File: src/rtl/clock_pkg.sv
// Shared types and defaults for the clock set-button controller.
// Holds the FSM state encoding, timing defaults and the tick-limit helper.
package clock_pkg;

  typedef enum logic [1:0] {
    IDLE   = 2'd0,
    ARM    = 2'd1,
    HOLD   = 2'd2,
    REPEAT = 2'd3
  } set_state_e;

  localparam int unsigned HOLD_TICKS_DEF   = 8;
  localparam int unsigned REPEAT_TICKS_DEF = 2;
  localparam int unsigned TICK_CNT_W       = 8;

  // True when the tick being counted now is the lim-th one.
  function automatic logic limit_hit(
    input logic [TICK_CNT_W-1:0] cnt,
    input logic [TICK_CNT_W-1:0] lim
  );
    return ({1'b0, cnt} + 9'd1) >= {1'b0, lim};
  endfunction

endpackage

File: src/rtl/button_debounce.sv
// Button conditioner: 2-flop synchronizer then tick-sampled debouncer.
// Ports: clk, rst (sync, active-high), tick, btn (raw) -> level (debounced).
module button_debounce (
  input  logic clk,
  input  logic rst,
  input  logic tick,
  input  logic btn,
  output logic level
);

  logic sync1;
  logic sync2;
  logic pend;

  // pend marks that the previous tick sample already differed from level;
  // a second differing sample in a row commits the new level.
  always_ff @(posedge clk) begin
    if (rst) begin
      sync1 <= 1'b0;
      sync2 <= 1'b0;
      pend  <= 1'b0;
      level <= 1'b0;
    end else begin
      sync1 <= btn;
      sync2 <= sync1;
      if (tick) begin
        if (sync2 != level) begin
          if (pend) begin
            level <= sync2;
            pend  <= 1'b0;
          end else begin
            pend  <= 1'b1;
          end
        end else begin
          pend <= 1'b0;
        end
      end
    end
  end

endmodule

File: src/rtl/clock_set_controller.sv
// Hours/minutes set-button controller with hold-to-auto-repeat stepping.
// Ports: clk, rst, tick, btn_hours, btn_minutes -> set_hours, set_minutes, set_stb.
module clock_set_controller
  import clock_pkg::*;
#(
  parameter int unsigned HOLD_TICKS   = HOLD_TICKS_DEF,
  parameter int unsigned REPEAT_TICKS = REPEAT_TICKS_DEF
) (
  input  logic clk,
  input  logic rst,
  input  logic tick,
  input  logic btn_hours,
  input  logic btn_minutes,
  output logic set_hours,
  output logic set_minutes,
  output logic set_stb
);

  localparam logic [TICK_CNT_W-1:0] HOLD_LIM =
    TICK_CNT_W'(HOLD_TICKS);
  localparam logic [TICK_CNT_W-1:0] REPEAT_LIM =
    TICK_CNT_W'(REPEAT_TICKS);

  logic db_h;
  logic db_m;
  logic db_h_q;
  logic db_m_q;
  logic rise_h;
  logic rise_m;
  logic sel_h;
  logic sel_lvl;
  logic tick_hit;

  logic [TICK_CNT_W-1:0] tick_cnt;
  logic [TICK_CNT_W-1:0] lim;

  set_state_e state;

  button_debounce u_db_hours (
    .clk   (clk),
    .rst   (rst),
    .tick  (tick),
    .btn   (btn_hours),
    .level (db_h)
  );

  button_debounce u_db_minutes (
    .clk   (clk),
    .rst   (rst),
    .tick  (tick),
    .btn   (btn_minutes),
    .level (db_m)
  );

  assign rise_h   = db_h & ~db_h_q;
  assign rise_m   = db_m & ~db_m_q;
  assign sel_lvl  = sel_h ? db_h : db_m;
  assign lim      = (state == HOLD) ? HOLD_LIM : REPEAT_LIM;
  assign tick_hit = tick & limit_hit(tick_cnt, lim);

  // Only the selected button's level matters once armed; the other
  // button is ignored until we are back in IDLE.
  always_ff @(posedge clk) begin
    if (rst) begin
      state       <= IDLE;
      sel_h       <= 1'b0;
      tick_cnt    <= '0;
      db_h_q      <= 1'b0;
      db_m_q      <= 1'b0;
      set_hours   <= 1'b0;
      set_minutes <= 1'b0;
      set_stb     <= 1'b0;
    end else begin
      db_h_q  <= db_h;
      db_m_q  <= db_m;
      set_stb <= 1'b0;
      unique case (state)
        IDLE: begin
          tick_cnt    <= '0;
          set_hours   <= 1'b0;
          set_minutes <= 1'b0;
          if (rise_h) begin
            sel_h     <= 1'b1;
            set_hours <= 1'b1;
            state     <= ARM;
          end else if (rise_m) begin
            sel_h       <= 1'b0;
            set_minutes <= 1'b1;
            state       <= ARM;
          end
        end
        ARM: begin
          tick_cnt <= '0;
          if (!sel_lvl) begin
            set_hours   <= 1'b0;
            set_minutes <= 1'b0;
            state       <= IDLE;
          end else begin
            set_stb <= 1'b1;
            state   <= HOLD;
          end
        end
        HOLD, REPEAT: begin
          if (!sel_lvl) begin
            set_hours   <= 1'b0;
            set_minutes <= 1'b0;
            tick_cnt    <= '0;
            state       <= IDLE;
          end else if (tick_hit) begin
            // A limit tick landing on a strobe cycle waits for the next
            // tick so strobes can never run back to back.
            if (!set_stb) begin
              set_stb  <= 1'b1;
              tick_cnt <= '0;
              state    <= REPEAT;
            end
          end else if (tick) begin
            tick_cnt <= tick_cnt + 1'b1;
          end
        end
        default: begin
          set_hours   <= 1'b0;
          set_minutes <= 1'b0;
          tick_cnt    <= '0;
          state       <= IDLE;
        end
      endcase
    end
  end

endmodule

File: config.mk
export PLATFORM = sky130hd
export DESIGN_NAME = clock_set_controller
export DESIGN_NICKNAME = d
export VERILOG_FILES = /design/src/rtl/clock_pkg.sv /design/src/rtl/button_debounce.sv /design/src/rtl/clock_set_controller.sv
export SDC_FILE = /design/constraint.sdc
export NUM_CORES = 1
export LEC_CHECK = 0
export BUFFER_PORTS_ARGS = -buffer_cell sky130_fd_sc_hd__buf_2
export CAP_MARGIN = 30
export CELL_PAD_IN_SITES_DETAIL_PLACEMENT = 1
export CELL_PAD_IN_SITES_GLOBAL_PLACEMENT = 1
export CORE_MARGIN = 1.5
export CORE_UTILIZATION = 31
export DETAILED_ROUTE_END_ITERATION = 6
export PLACE_DENSITY_LB_ADDON = 0.1
export SYNTH_ARGS = -nofsm -noshare
export SYNTH_HDL_FRONTEND = slang
export SYNTH_SLANG_ARGS = --single-unit
File: constraint.sdc
create_clock -name clk -period 5.3 [get_ports clk]
set_clock_uncertainty 0.15 [all_clocks]
set_input_delay 0 -clock clk [delete_from_list [all_inputs] [get_ports clk]]
set_output_delay 0 -clock clk [all_outputs]
set_load 0.01 [all_outputs]
Word-level counts from Yosys, hierarchy flattened
Cells that the tools add are included.
{"block": "word_totals", "reg_bits": 24, "wordCells": 76, "inputBits": 5, "out_inout_bits": 3}
{"block": "op_classes", "order_cmp": 1, "eq_ne": 11, "reduce_logical": 10, "add_sub_neg": 2, "bitwise": 5, "muxes": 31}
{"operator": "2-to-1 mux 8 bit", "count": 4}
{"operator": "case mux 8 bit (2 select lines)", "count": 1}
{"operator": "2-to-1 mux 1 bit", "count": 15}
{"operator": "2-to-1 mux 2 bit", "count": 6}
{"operator": "adder 8 x 1 -> 9 bit (second input constant)", "count": 1}
{"operator": "greater-or-equal comparator 9 x 4 -> 1 bit", "count": 1}
{"operator": "!= test 3 bit (second input constant)", "count": 3}
{"operator": "AND reduction 3 bit", "count": 3}
{"operator": "adder 8 x 1 -> 8 bit (second input constant)", "count": 1}
{"operator": "!= test 4 bit (second input constant)", "count": 2}
{"operator": "case mux 1 bit (2 select lines)", "count": 3}
{"operator": "case mux 2 bit (3 select lines)", "count": 1}
{"operator": "== test 2 bit (second input constant)", "count": 2}
{"operator": "2-to-1 mux 4 bit", "count": 1}
{"operator": "AND reduction 2 bit", "count": 2}
{"operator": "OR reduction 2 bit", "count": 2}
{"operator": "bitwise AND 1 bit", "count": 3}
{"operator": "OR reduction 3 bit", "count": 1}
{"operator": "== test 2 x 1 -> 1 bit (second input constant)", "count": 1}
{"operator": "zero test 2 bit", "count": 1}
{"operator": "!= test 1 bit", "count": 2}
{"operator": "!= test 2 bit (second input constant)", "count": 1}
{"operator": "inverter 1 bit", "count": 2}
{"operator": "nonzero test 2 bit", "count": 1}

Depth between registers and ports, before layout
{"block": "depth", "depth_word": 7, "ltp_mapped": 9, "ltp_nobuf": 8}

Cells and area by module
From an unflattened synthesis, not the netlist that was laid out.
{"block": "unflattened", "cells_unflattened": 105, "area_unflattened_um2": 1033.5}
{"module": "clock_set_controller", "seq_area_each_um2": 320.3, "cells_per_inst": 79, "n_inst": 1, "area_each_um2": 748.2}
{"module": "button_debounce", "seq_area_each_um2": 80.1, "cells_per_inst": 13, "n_inst": 2, "area_each_um2": 142.6}

Least setup slack after synthesis
Ideal clock, no wire load.
{"block": "synth_timing", "path_kind": "register -> register", "from": "register tick_cnt[2]", "to": "register tick_cnt[0]", "stages_incl_launch_ff": 10, "period_less_slack_ns": 2.171, "t_arrival_ns": 1.947, "setup_ns": 0.074, "required_time_ns": 5.076, "setup_slack_ns": 3.129, "path_buffers": 1, "path_cell_list": "dfxtp_1 -> buf_4 -> nand3_2 -> xnor2_1 -> ha_1 -> nor2_1 -> a41o_1 -> o2111ai_4 -> or3b_1 -> a31oi_1"}
{"block": "synth_between", "elab_chain_len": 6, "word_cells_on_any_way": 9, "cone_classes": "1 x add/sub; 1 x order compare; 2 x eq/ne; 3 x mux; 1 x bitwise; 1 x reduce/logical"}
{"element": "start: declaration", "line": "clock_set_controller.sv:34", "text": "logic [TICK_CNT_W-1:0] tick_cnt;"}
{"element": "start signal: assignment", "line": "clock_set_controller.sv:118", "text": "tick_cnt <= tick_cnt + 1'b1;"}
{"element": "adder 8 x 1 -> 9 bit (*)", "line": "clock_pkg.sv:21", "text": "return ({1'b0, cnt} + 9'd1) >= {1'b0, lim};"}
{"element": "greater-or-equal comparator 9 x 4 -> 1 bit (*)", "line": "clock_pkg.sv:21"}
{"element": "bitwise AND 1 bit (*)", "line": "clock_set_controller.sv:59", "text": "assign tick_hit = tick & limit_hit(tick_cnt, lim);"}
{"element": "2-to-1 mux 8 bit", "line": "clock_set_controller.sv:109", "text": "end else if (tick_hit) begin"}
{"element": "2-to-1 mux 8 bit", "line": "clock_set_controller.sv:104", "text": "if (!sel_lvl) begin"}
{"element": "case mux 8 bit (2 select lines)", "line": "clock_set_controller.sv:77", "text": "unique case (state)"}
Every way passes the cells marked *; elsewhere a longest branch is shown, timed or not.
A chain may end at the register's enable or synchronous reset.

Final worst setup path
Same ends and word-level chain as after synthesis.

==> flow_summary.json <==
{
  "slowest_delay_ns": 0.54,
  "portBuffers": 7,
  "synthMuxAreaShare_pct": 2.951,
  "crit_type": "reg -> reg",
  "cts_repair_resize_count": 0,
  "cp_max_fo": 10,
  "cts_buffers": 3,
  "slew_viol_final": 0,
  "regMostFlops": "tick_cnt",
  "ant_nets": 0,
  "die_x_um": 62.63,
  "synth_most_common_cell": "dfxtp_1",
  "dieArea_um2": 3923,
  "wl_per_cell_um": 11.95,
  "period_needed_ns": 2.463,
  "hold_buffers": 6,
  "vdd_drop_max_uv": 121.0,
  "antenna_found_initial": 0,
  "initialDrtViolationCount": 41,
  "relSlewSlack_pct": 77.24,
  "path_clk_slew_ns": 0.12,
  "h-tree-depth": 1,
  "setup_viol": 0,
  "grt_usage_pct": 11.86,
  "total_power_uw": 273.3,
  "arrival_ns": 2.55,
  "synth_cells": 121,
  "drive_gt1_share_pct": 13.53,
  "post-route-period-util_pct": 46.47,
  "initial_utilization_pct": 32.78,
  "cts_setup_buffers": 0,
  "synth-compound-area-share_pct": 15.78,
  "crit_required_ns": 5.39,
  "antennaDiodeCount": 0,
  "cp-start-kind": "flop",
  "cts_buffer_depth": 2,
  "yosys.area_share.simple_pct": 27.13,
  "firstDrtPassIters": 4,
  "register_area_um2": 480.5,
  "synth_enable_flop_cells": 0,
  "synth_flop_cell": "dfxtp_1",
  "status": "finished clean",
  "grt_pass1_vias": 807,
  "ys_warn_count": 0,
  "viasPerCell": 4.704,
  "yosysSeqAreaShare_pct": 43.59,
  "synth_area_leader_cell": "dfxtp_1",
  "clock_latency_ns": 0.30,
  "synthAdderAreaFrac_pct": 3.405,
  "grt_pass1_wl_um": 3739,
  "reg.largest.list": "tick_cnt (8), state (2)",
  "power_density_nw_per_um2": 217.3,
  "grt_max_degree": 18,
  "dieHeight_um": 62.63,
  "fmax_mhz": 406.0,
  "rsz0062_at_grt": "false",
  "ys_async_sr_fraction_pct": 0,
  "slowest_stage": "dfxtp_1",
  "p_leak_nw": 0.4401,
  "tritoncts": "yes",
  "vias": 842,
  "root_buffer": "clkbuf_4",
  "synth_seq_cells": 24,
  "ys_types": 35,
  "synth_common_cells": "dfxtp_1, nand2_1, nor2_1, nor2b_1, nand3_1",
  "io_pins": 8,
  "synth_area_um2": 1102,
  "hold_violations": 0,
  "avgSynthCellArea_um2": 9.110,
  "synth_top_family_by_area": "simple AND/OR/NAND/NOR gates",
  "fin_nets": 143,
  "num-fill-cells": 418,
  "drc": 0,
  "dp.cells": 170,
  "worst_slew_pin_slew_ns": 0.3410,
  "rows": 21,
  "maxCapViolCount": 0,
  "fp.coreArea_um2": 3363,
  "synthXorXnorAreaFrac_pct": 3.973,
  "syn_to_final_growth_pct": 14.08,
  "gp_congestion": 0.7582,
  "hold_ws_ns": 0.2944,
  "end_kind": "flop",
  "finalNonFillerCells": 179,
  "path_delay_family": "simple AND/OR/NAND/NOR gates",
  "post-dp-hpwl_um": 1542,
  "overflow": 0,
  "path_buf_inv": 0,
  "syn_nets": 129,
  "synth_top_area_share_pct": 43.59,
  "hold_path.class": "reg -> reg",
  "path_cells": "nand3_2 > xnor2_1 > ha_1 > nor2_1 > a41o_1 > o2111ai_4 > or3b_1 > a31oi_1",
  "cts_num_sinks": 24,
  "ys_top_cells_by_area": "dfxtp_1, nor2b_1, nand2_1",
  "totalWireLength_um": 2139,
  "setup-tns-final_ns": 0,
  "largest_reg_flops": 8,
  "multiInputGateArea_um2": 586.8
}
final timing paths:
path	start	to	slack (ns)	depth (start not counted)
worst max-delay path	tick_cnt[2]	tick_cnt[0]	2.84	8
worst min register to register	tick_cnt[6]	tick_cnt[6]	0.29	2
worst max register to register	tick_cnt[2]	tick_cnt[0]	2.84	8
worst min-delay path	tick_cnt[6]	tick_cnt[6]	0.29	2
through the flow:
stage / setup slack (ns) / area (um^2) / utilization, %
after floorplan: 3.129 / 1102 / -
after global placement: 2.955 / 1175 / 34.93
after detailed placement: 2.840 / 1175 / 34.93
after CTS: 2.807 / 1257 / 37.39
after global routing: 2.691 / 1257 / 37.39
final: 2.837 / 1257 / 37.39
final cells by class:
class                   count  area share, %
repair buffers             13          7.562
flip-flops and latches     24          38.21
inverters                   4          1.194
clock buffers               3          1.791
well taps                  46          4.577
multi-input cells          89          46.67
tightest hold or removal path: stages (launching register included):
cell and delay, ns:
dfxtp_1 0.33, nand2_1 0.05, nor2_1 0.03
cell usage in the layout, fill, tap and decap left out, types with 4 or more instances in the layout:
master	Yosys	final
dfxtp_1	24	24
nand2_1	13	13
nor2_1	13	13
nor2b_1	10	10
nand3_1	7	7
buf_2	0	7
dlygate4sd3_1	0	6
a21oi_1	5	5
inv_1	4	4
nand2b_1	4	4
a31oi_1	4	4
cell families (layout without fill, tap and decap cells):
kind of cell	Yosys count	in the layout
flops	24	24
mux	3	3
simple gates	58	58
xor+xnor	5	5
buf+inv	8	20
compound gates	20	20
fa+ha+maj	3	3
metal layers:
layer,vias up,track usage [%],share of wire (%)
li1,434,-,-
met5,-,0,0
met1,396,15.38,50
met2,10,19.35,46
met3,2,3.784,2.9
met4,0,2.500,0.79
power by group:
| group | switching, mW | total (mW) | internal, mW |
|---|---|---|---|
| Sequential | 0.000962 | 0.183 | 0.182 |
| Clock | 0.0508 | 0.0773 | 0.0265 |
| Combinational | 0.00579 | 0.0127 | 0.00691 |
| Total | 0.0575 | 0.273 | 0.216 |
Power figures use the tool's default switching activity.
